===== src/rtl/mem_port_arbiter.sv =====
// mem_port_arbiter: shares one unified memory port between the CPU I-side
// (read-only) and D-side (read/write) ports. Each side has a one-deep pending
// slot; one transaction is in flight at a time. The mem_* request outputs are
// registered, and responses are steered combinationally to the current owner.
// Optional build macro: ARB_ROUND_ROBIN_EN. When it is defined, a tie goes to
// the side that was not granted last. When it is undefined, D-side wins a tie.
module mem_port_arbiter #(
  parameter int ADDR_W = 32,
  parameter int DATA_W = 32,
  parameter int MASK_W = DATA_W / 8
) (
  input  logic              clk,
  input  logic              rst,
  input  logic [ADDR_W-1:0] imem_addr,
  input  logic [MASK_W-1:0] imem_rmask,
  output logic [DATA_W-1:0] imem_rdata,
  output logic              imem_resp,
  input  logic [ADDR_W-1:0] dmem_addr,
  input  logic [MASK_W-1:0] dmem_rmask,
  input  logic [MASK_W-1:0] dmem_wmask,
  input  logic [DATA_W-1:0] dmem_wdata,
  output logic [DATA_W-1:0] dmem_rdata,
  output logic              dmem_resp,
  output logic [ADDR_W-1:0] mem_addr,
  output logic [MASK_W-1:0] mem_rmask,
  output logic [MASK_W-1:0] mem_wmask,
  output logic [DATA_W-1:0] mem_wdata,
  input  logic [DATA_W-1:0] mem_rdata,
  input  logic              mem_resp,
  output logic              arb_err
);

  typedef enum logic [2:0] {
    S_IDLE,
    S_ISSUE_I,
    S_ISSUE_D,
    S_WAIT_I,
    S_WAIT_D
  } state_t;

  state_t r_state, w_next;

  // Per-side pending slots
  logic              r_i_pend;
  logic [ADDR_W-1:0] r_i_addr;
  logic [MASK_W-1:0] r_i_rmask;
  logic              r_d_pend;
  logic [ADDR_W-1:0] r_d_addr;
  logic [MASK_W-1:0] r_d_rmask;
  logic [MASK_W-1:0] r_d_wmask;
  logic [DATA_W-1:0] r_d_wdata;

  // Registered unified-port drive
  logic [ADDR_W-1:0] r_mem_addr;
  logic [MASK_W-1:0] r_mem_rmask;
  logic [MASK_W-1:0] r_mem_wmask;
  logic [DATA_W-1:0] r_mem_wdata;
  logic              r_err;

`ifdef ARB_ROUND_ROBIN_EN
  // 0 = I-side granted last, 1 = D-side granted last
  logic              r_last_grant;
`endif

  // Request qualification
  logic w_i_req, w_i_busy, w_i_new, w_i_err, w_i_av;
  logic w_d_rd, w_d_wr, w_d_req, w_d_busy, w_d_new, w_d_err, w_d_av;
  logic w_resp_err;

  // Decision / issue
  logic              w_decide, w_issue, w_pick_d;
  logic [ADDR_W-1:0] w_iss_addr;
  logic [MASK_W-1:0] w_iss_rmask;
  logic [MASK_W-1:0] w_iss_wmask;
  logic [DATA_W-1:0] w_iss_wdata;

  // Classify incoming requests. A side counts as busy while its slot is full
  // or its transaction is in ISSUE or WAIT. A busy side drops new requests.
  always_comb begin
    w_i_req    = |imem_rmask;
    w_i_busy   = r_i_pend || (r_state == S_ISSUE_I) || (r_state == S_WAIT_I);
    w_i_new    = w_i_req && !w_i_busy;
    w_i_err    = w_i_req && w_i_busy;
    w_i_av     = r_i_pend || w_i_new;

    w_d_rd     = |dmem_rmask;
    w_d_wr     = |dmem_wmask;
    w_d_req    = w_d_rd || w_d_wr;
    w_d_busy   = r_d_pend || (r_state == S_ISSUE_D) || (r_state == S_WAIT_D);
    w_d_new    = w_d_req && !w_d_busy && !(w_d_rd && w_d_wr);
    w_d_err    = w_d_req && (w_d_busy || (w_d_rd && w_d_wr));
    w_d_av     = r_d_pend || w_d_new;

    w_resp_err = mem_resp && ((r_state == S_IDLE) || (r_state == S_ISSUE_I) ||
                              (r_state == S_ISSUE_D));
  end

  // Next-state logic. A grant decision happens in IDLE, and also on the
  // response edge in WAIT, so a pending slot issues back to back.
  always_comb begin
    w_next   = r_state;
    w_decide = 1'b0;
    w_issue  = 1'b0;
    w_pick_d = 1'b0;
    case (r_state)
      S_IDLE:    w_decide = 1'b1;
      S_ISSUE_I: w_next = S_WAIT_I;
      S_ISSUE_D: w_next = S_WAIT_D;
      S_WAIT_I,
      S_WAIT_D: begin
        if (mem_resp) begin
          w_next   = S_IDLE;
          w_decide = 1'b1;
        end
      end
      default:   w_next = S_IDLE;
    endcase
    if (w_decide && (w_i_av || w_d_av)) begin
      w_issue = 1'b1;
      if (w_i_av && w_d_av) begin
`ifdef ARB_ROUND_ROBIN_EN
        w_pick_d = !r_last_grant;
`else
        w_pick_d = 1'b1;
`endif
      end else begin
        w_pick_d = w_d_av;
      end
      w_next = w_pick_d ? S_ISSUE_D : S_ISSUE_I;
    end
  end

  // Issue source: a full slot takes priority over a request arriving this edge
  always_comb begin
    w_iss_addr  = '0;
    w_iss_rmask = '0;
    w_iss_wmask = '0;
    w_iss_wdata = '0;
    if (w_pick_d) begin
      if (r_d_pend) begin
        w_iss_addr  = r_d_addr;
        w_iss_rmask = r_d_rmask;
        w_iss_wmask = r_d_wmask;
        w_iss_wdata = r_d_wdata;
      end else begin
        w_iss_addr  = dmem_addr;
        w_iss_rmask = dmem_rmask;
        w_iss_wmask = dmem_wmask;
        w_iss_wdata = dmem_wdata;
      end
    end else begin
      w_iss_addr  = r_i_pend ? r_i_addr  : imem_addr;
      w_iss_rmask = r_i_pend ? r_i_rmask : imem_rmask;
    end
  end

  // FSM state register
  always_ff @(posedge clk or posedge rst) begin
    if (rst) r_state <= S_IDLE;
    else     r_state <= w_next;
  end

  // Unified port drive. Masks are high only in ISSUE. Address and data hold.
  always_ff @(posedge clk or posedge rst) begin
    if (rst) begin
      r_mem_addr  <= '0;
      r_mem_rmask <= '0;
      r_mem_wmask <= '0;
      r_mem_wdata <= '0;
    end else if (w_issue) begin
      r_mem_addr  <= w_iss_addr;
      r_mem_rmask <= w_iss_rmask;
      r_mem_wmask <= w_iss_wmask;
      r_mem_wdata <= w_iss_wdata;
    end else begin
      r_mem_rmask <= '0;
      r_mem_wmask <= '0;
    end
  end

  // I-side slot. It clears when granted and loads when a new request loses
  // or waits.
  always_ff @(posedge clk or posedge rst) begin
    if (rst) begin
      r_i_pend  <= 1'b0;
      r_i_addr  <= '0;
      r_i_rmask <= '0;
    end else if (w_issue && !w_pick_d) begin
      r_i_pend  <= 1'b0;
    end else if (w_i_new) begin
      r_i_pend  <= 1'b1;
      r_i_addr  <= imem_addr;
      r_i_rmask <= imem_rmask;
    end
  end

  // D-side slot. It follows the same rules and also captures wmask and wdata.
  always_ff @(posedge clk or posedge rst) begin
    if (rst) begin
      r_d_pend  <= 1'b0;
      r_d_addr  <= '0;
      r_d_rmask <= '0;
      r_d_wmask <= '0;
      r_d_wdata <= '0;
    end else if (w_issue && w_pick_d) begin
      r_d_pend  <= 1'b0;
    end else if (w_d_new) begin
      r_d_pend  <= 1'b1;
      r_d_addr  <= dmem_addr;
      r_d_rmask <= dmem_rmask;
      r_d_wmask <= dmem_wmask;
      r_d_wdata <= dmem_wdata;
    end
  end

  // Sticky protocol-error flag. Only reset clears it.
  always_ff @(posedge clk or posedge rst) begin
    if (rst)                                r_err <= 1'b0;
    else if (w_i_err || w_d_err || w_resp_err) r_err <= 1'b1;
  end

`ifdef ARB_ROUND_ROBIN_EN
  // Remember the most recent grant for tie-breaking
  always_ff @(posedge clk or posedge rst) begin
    if (rst)          r_last_grant <= 1'b0;
    else if (w_issue) r_last_grant <= w_pick_d;
  end
`endif

  // Steer the response to the WAIT owner. The other side stays quiet.
  always_comb begin
    imem_resp  = (r_state == S_WAIT_I) && mem_resp;
    dmem_resp  = (r_state == S_WAIT_D) && mem_resp;
    imem_rdata = imem_resp ? mem_rdata : '0;
    dmem_rdata = dmem_resp ? mem_rdata : '0;
  end

  assign mem_addr  = r_mem_addr;
  assign mem_rmask = r_mem_rmask;
  assign mem_wmask = r_mem_wmask;
  assign mem_wdata = r_mem_wdata;
  assign arb_err   = r_err;

endmodule


===== config.mk =====
export PLATFORM = sky130hd
export DESIGN_NAME = mem_port_arbiter
export DESIGN_NICKNAME = d
export VERILOG_FILES = /design/src/rtl/mem_port_arbiter.sv
export SDC_FILE = /design/constraint.sdc
export NUM_CORES = 1
export LEC_CHECK = 0
export CORE_AREA = 5 5 142 144
export CTS_BUF_LIST = sky130_fd_sc_hd__clkbuf_8
export DETAILED_ROUTE_END_ITERATION = 12
export DIE_AREA = 0 0 147 149
export PLACE_DENSITY = 0.92
export REMOVE_ABC_BUFFERS = 1
export SLEW_MARGIN = 10
export SYNTH_ARGS = -nofsm -noshare
export SYNTH_HDL_FRONTEND = slang
export SYNTH_SLANG_ARGS = --single-unit

===== constraint.sdc =====
create_clock -name clk -period 7.99 [get_ports clk]
set_clock_uncertainty 0.15 [all_clocks]
set_input_delay 0.799 -clock clk [delete_from_list [all_inputs] [get_ports clk]]
set_output_delay 0.799 -clock clk [all_outputs]
set_load 0.03 [all_outputs]

# --- Yosys cells after proc, flatten, opt, wreduce, memory -nomap -nowiden ---
# Cells that the tools add are included.
totals:
  reg_bits: 186
  in_bits: 143
  out_inout_bits: 139
  wordCells: 90
op_classes:
  n_eq_ne: 6
  muxes: 28
  bitwise_logic: 2
  reduce_logical: 40
op_table:
  columns: ["cell", "count"]
  rows:
  - ["$mux W32", 7]
  - ["$mux W4", 7]
  - ["$logic_and A1 B1 Y1", 13]
  - ["$logic_or A1 B1 Y1", 13]
  - ["$pmux W3 S4", 1]
  - ["$reduce_or A4 Y1", 3]
  - ["$mux W1", 9]
  - ["$eq A3 B2 Y1 const B", 2]
  - ["$mux W3", 2]
  - ["$reduce_and A2 Y1", 3]
  - ["$logic_not A1 Y1", 4]
  - ["$reduce_bool A2 Y1", 2]
  - ["$eq A3 B1 Y1 const B", 1]
  - ["$eq A3 B3 Y1 const B", 1]
  - ["$logic_not A3 Y1", 1]
  - ["$ne A3 B3 Y1 const B", 1]
  - ["$mux W2", 1]
  - ["$ne A2 B1 Y1 const B", 1]
  - ["$not A1 Y1", 2]
  - ["$pmux W1 S2", 1]
  - ["$reduce_or A2 Y1", 1]

# --- Depth between registers and ports, before layout ---
logic_depth:
  word_depth: 15
  depth_mapped: 8
  ltp_nobuf: 5

# --- Worst setup path after synthesis ---
# OpenSTA, ideal clock, no wires.
synth_path:
  kind: "input -> output"
  start: "in mem_resp"
  end: "out imem_rdata[22]"
  arrival_ns: 1.902
  path_slack_ns: 5.139
  path_stages: 4
  path_buffers: 2
  path_cell_list: "and4b_1 > buf_2 > clkbuf_1 > and2_1"
synth_between:
  elab_chain_cells: 2
synth_rtl:
  columns: ["item", "line", "text"]
  rows:
  - ["start: declaration", "29", "input logic mem_resp,"]
  - ["$logic_and A1 B1 Y1", "232", "imem_resp = (r_state == S_WAIT_I) && mem_resp;"]
  - ["net imem_resp", "17", "output logic imem_resp,"]
  - ["$mux W32", "234", "imem_rdata = imem_resp ? mem_rdata : '0;"]
  - ["end: declaration", "16", "output logic [DATA_W-1:0] imem_rdata,"]
# The timed path passes the listed nets, and every way through them passes these cells.

# --- Final worst setup path ---
layout_path:
  start: "in mem_resp"
  end: "out imem_rdata[27]"
layout_between:
  elab_chain_cells: 2
layout_rtl:
  columns: ["item", "line"]
  rows:
  - ["$logic_and A1 B1 Y1", "232"]
  - ["$mux W32", "234"]
# No other way between the ends.

==> impl_metrics.json <==
{
  "cts_root_buffer": "clkbuf_8",
  "area_delta_synth_final_pct": 37.5,
  "worst-path-stages": 4,
  "p_clk_share_pct": 14.2,
  "rows": 50,
  "max_freq_mhz": 243,
  "synth_edf_count": 0,
  "cp_common_cell": "clkdlybuf4s50_1",
  "hold_end": "mem_wdata[7]",
  "tns_ns": 0,
  "grt_pass1_vias": 7112,
  "wl_per_cell_um": 20.5,
  "grt.met3_usage_pct": 4.77,
  "post-cts-setup-buffers": 0,
  "internal_power_uw": 2630,
  "vias_per_cell": 5.65,
  "start_kind": "input pin",
  "hp-class": "reg2reg",
  "grtUsageTotal_pct": 21.9,
  "busiest_layer": "met2",
  "die_h_um": 149,
  "syn-instance-count": 698,
  "rsz0062_at_grt": "no",
  "sw_frac_of_total_pct": 40.2,
  "worstHoldStart": "mem_wdata[7]",
  "cts_tree": "built",
  "combPwrFrac_pct": 48.0,
  "synth_ff_type": "dfrtp_1",
  "grt_max_degree": 106,
  "dr.pass1.iters": 7,
  "die_w_um": 147,
  "async_flop_share_pct": 100,
  "ys_ff_latch": 186,
  "antenna_cells": 0,
  "cp.arrival_ns": 3.16,
  "rrSetupSlack_ns": 4.57,
  "syn-cell-area_mm2": 0.00877,
  "wirelength_mm": 24.5,
  "ys_warn_count": 0,
  "critPathRequiredTime_ns": 7.04,
  "antenna_found_initial": 1,
  "start_util_pct": 47.2,
  "critPathCaptureType": "output pin",
  "finalHoldViolCount": 0,
  "p_leak_uw": 0.00487,
  "cts_buffers": 17,
  "vias": 6759,
  "synthTopCellsByCount": "dfrtp_1 (186), mux2_2 (78), and2_1 (64), mux2i_1 (54), o2bb2ai_1 (32)",
  "yosys-top-cells-area": "dfrtp_1 (53%), mux2_2 (10%), mux2i_1 (6.2%)",
  "crit_buf_inv": 2,
  "n_fill_cell": 1417,
  "nets": 1092,
  "layout-drive-gt1-share_pct": 13.5,
  "final.min_clock_period_ns": 4.11,
  "tightest_slew_ns": 1.11,
  "clock_latency_ns": 0.46,
  "cap_violations": 0,
  "drt_iter0_drc": 428,
  "cts-resized-gates": 0,
  "port_buffers": 281,
  "synth.top_cell.area_share_pct": 53.1,
  "ir_worst_vdd_uv": 226,
  "slew-limit-headroom_pct": 26.0,
  "rr_worst_depth": 6,
  "pre_cts_slack_ns": 3.74,
  "ctsHoldBuffers": 0,
  "ys_types": 44,
  "syn_avg_cell_area_um2": 12.6,
  "fin_ws_ns": 3.88,
  "slew_viol_final": 0,
  "grt_pass1_wl_mm": 37.9,
  "clock_path_buffers": 2,
  "setup_viol": 0,
  "grt_util_met2_pct": 37.7,
  "io_pins": 282,
  "crit_chain": "clkdlybuf4s50_1 > and4b_1 > and2_1 > clkdlybuf4s50_1",
  "place_congestion": 0.809,
  "p_seq_share_pct": 37.8,
  "status": "finished, final reports clean",
  "crit_path_max_incr_delay_ns": 0.86,
  "grt_overflow": 0,
  "slowest_stage": "and4b_1",
  "use_met1_pct": 26.3,
  "crit_fanout": 36,
  "finalPower_uw": 4400,
  "post-route-drc-count": 0,
  "critPathTopFamily": "buffers and inverters",
  "pwr_density_cell_mw_per_mm2": 365,
  "core_mm2": 0.0186,
  "crit_type": "in2out",
  "r2r_end": "r_i_addr[30]",
  "yosysTopAreaCell": "dfrtp_1",
  "clock-sinks": 186,
  "synthMostInstantiatedCell": "dfrtp_1",
  "clk_pin_slew_worst_paths_ns": 0.09,
  "power_switching_uw": 1770,
  "dp_hpwl_mm": 17.0,
  "r2r-start": "r_state[0]",
  "ys_seq_area_share_pct": 53.1,
  "cts_htree_levels": 4,
  "hold_depth": 1,
  "dieArea_mm2": 0.0219,
  "ant_nets": 0,
  "period_share_pct": 51.4
}
==> per-stage QoR <==
| stage | std cells | utilization, % | instance area (um2) | hold WS, ns |
|---|---|---|---|---|
| 4_1_cts | 1196 | 64.9 | 12100 | 0.348 |
| 2_1_floorplan | 642 | - | 8480 | 0.308 |
| 3_5_place_dp | 1164 | 62.8 | 11700 | 0.325 |
| 6_report | 1196 | 64.9 | 12100 | 0.345 |
| 3_3_place_gp | 1164 | 62.8 | 11700 | 0.318 |
| 5_1_grt | 1196 | 64.9 | 12100 | 0.358 |
==> sequential cells by signal, indices dropped and copies added (netlist names), 4 cells and up <==
name / cells
r_i_rmask: 4
r_d_wdata: 32
mem_rmask: 4
r_d_rmask: 4
r_d_addr: 32
mem_addr: 32
mem_wmask: 4
r_i_addr: 32
mem_wdata: 32
r_d_wmask: 4
==> per-layer routing <==
| layer | wire length [um] | part of all wire [%] | up-vias |
|---|---|---|---|
| met5 | 11 | 0.045 | - |
| met4 | 893 | 3.7 | 2 |
| met3 | 1560 | 6.4 | 56 |
| met2 | 12100 | 49 | 296 |
| met1 | 9900 | 40 | 3329 |
| li1 | - | - | 3076 |
==> power groups by stage <==
stage                     Clock, uW  Combinational (uW)  Sequential (uW)
final                           626                2110             1660
after global routing            688                2260             1710
after CTS                       641                2130             1660
after detailed placement          0                2130             1670
after global placement            0                2060             1650
after floorplan                   0                1150             1860
==> cell usage in the layout, fill, tap and decap left out, drive strengths merged, types with 3 or more instances in the layout <==
cell	count
buf	7
clkinvlp	3
a2111oi	19
clkbuf	18
a21oi	4
a221oi	19
o2bb2ai	32
clkdlybuf4s50	281
nand2	4
nor3	14
a221o	13
and2	65
o21ai	7
a22o	17
mux2i	54
mux2	108
dfrtp	186
nor2	13
nor4	3
inv	27
clkinv	5
nor2b	22
o22ai	19
nand3	4
==> worst max path at each step <==
stage	endpoint	from
floorplan	arb_err	rst
global placement	r_i_addr[29]	mem_resp
detailed placement	r_i_addr[30]	mem_resp
CTS	imem_rdata[27]	mem_resp
global route	imem_rdata[10]	mem_resp
finish	imem_rdata[27]	mem_resp
==> final cells by class <==
type	count	area, um2	area share, %
Timing Repair Buffer	288	2870	23.8
Clock buffer	18	248	2.05
Clock inverter	14	148	1.22
Multi-Input combinational cell	433	3760	31.2
Inverter	23	91.3	0.757
Tap cell	234	293	2.43
Sequential cell	186	4660	38.6
==> kinds of logic after synthesis <==
kind of cell             synth area share, %
AO/OA/AOI/OAI                           13.1
XOR/XNOR                               0.285
adder cells (fa/ha/maj)                0.114
buffers and inverters                   4.32
flip-flops                              53.1
multiplexers                            20.0
AND/OR/NAND/NOR                         9.10
Note: power is estimated with default switching activity, not from simulation.
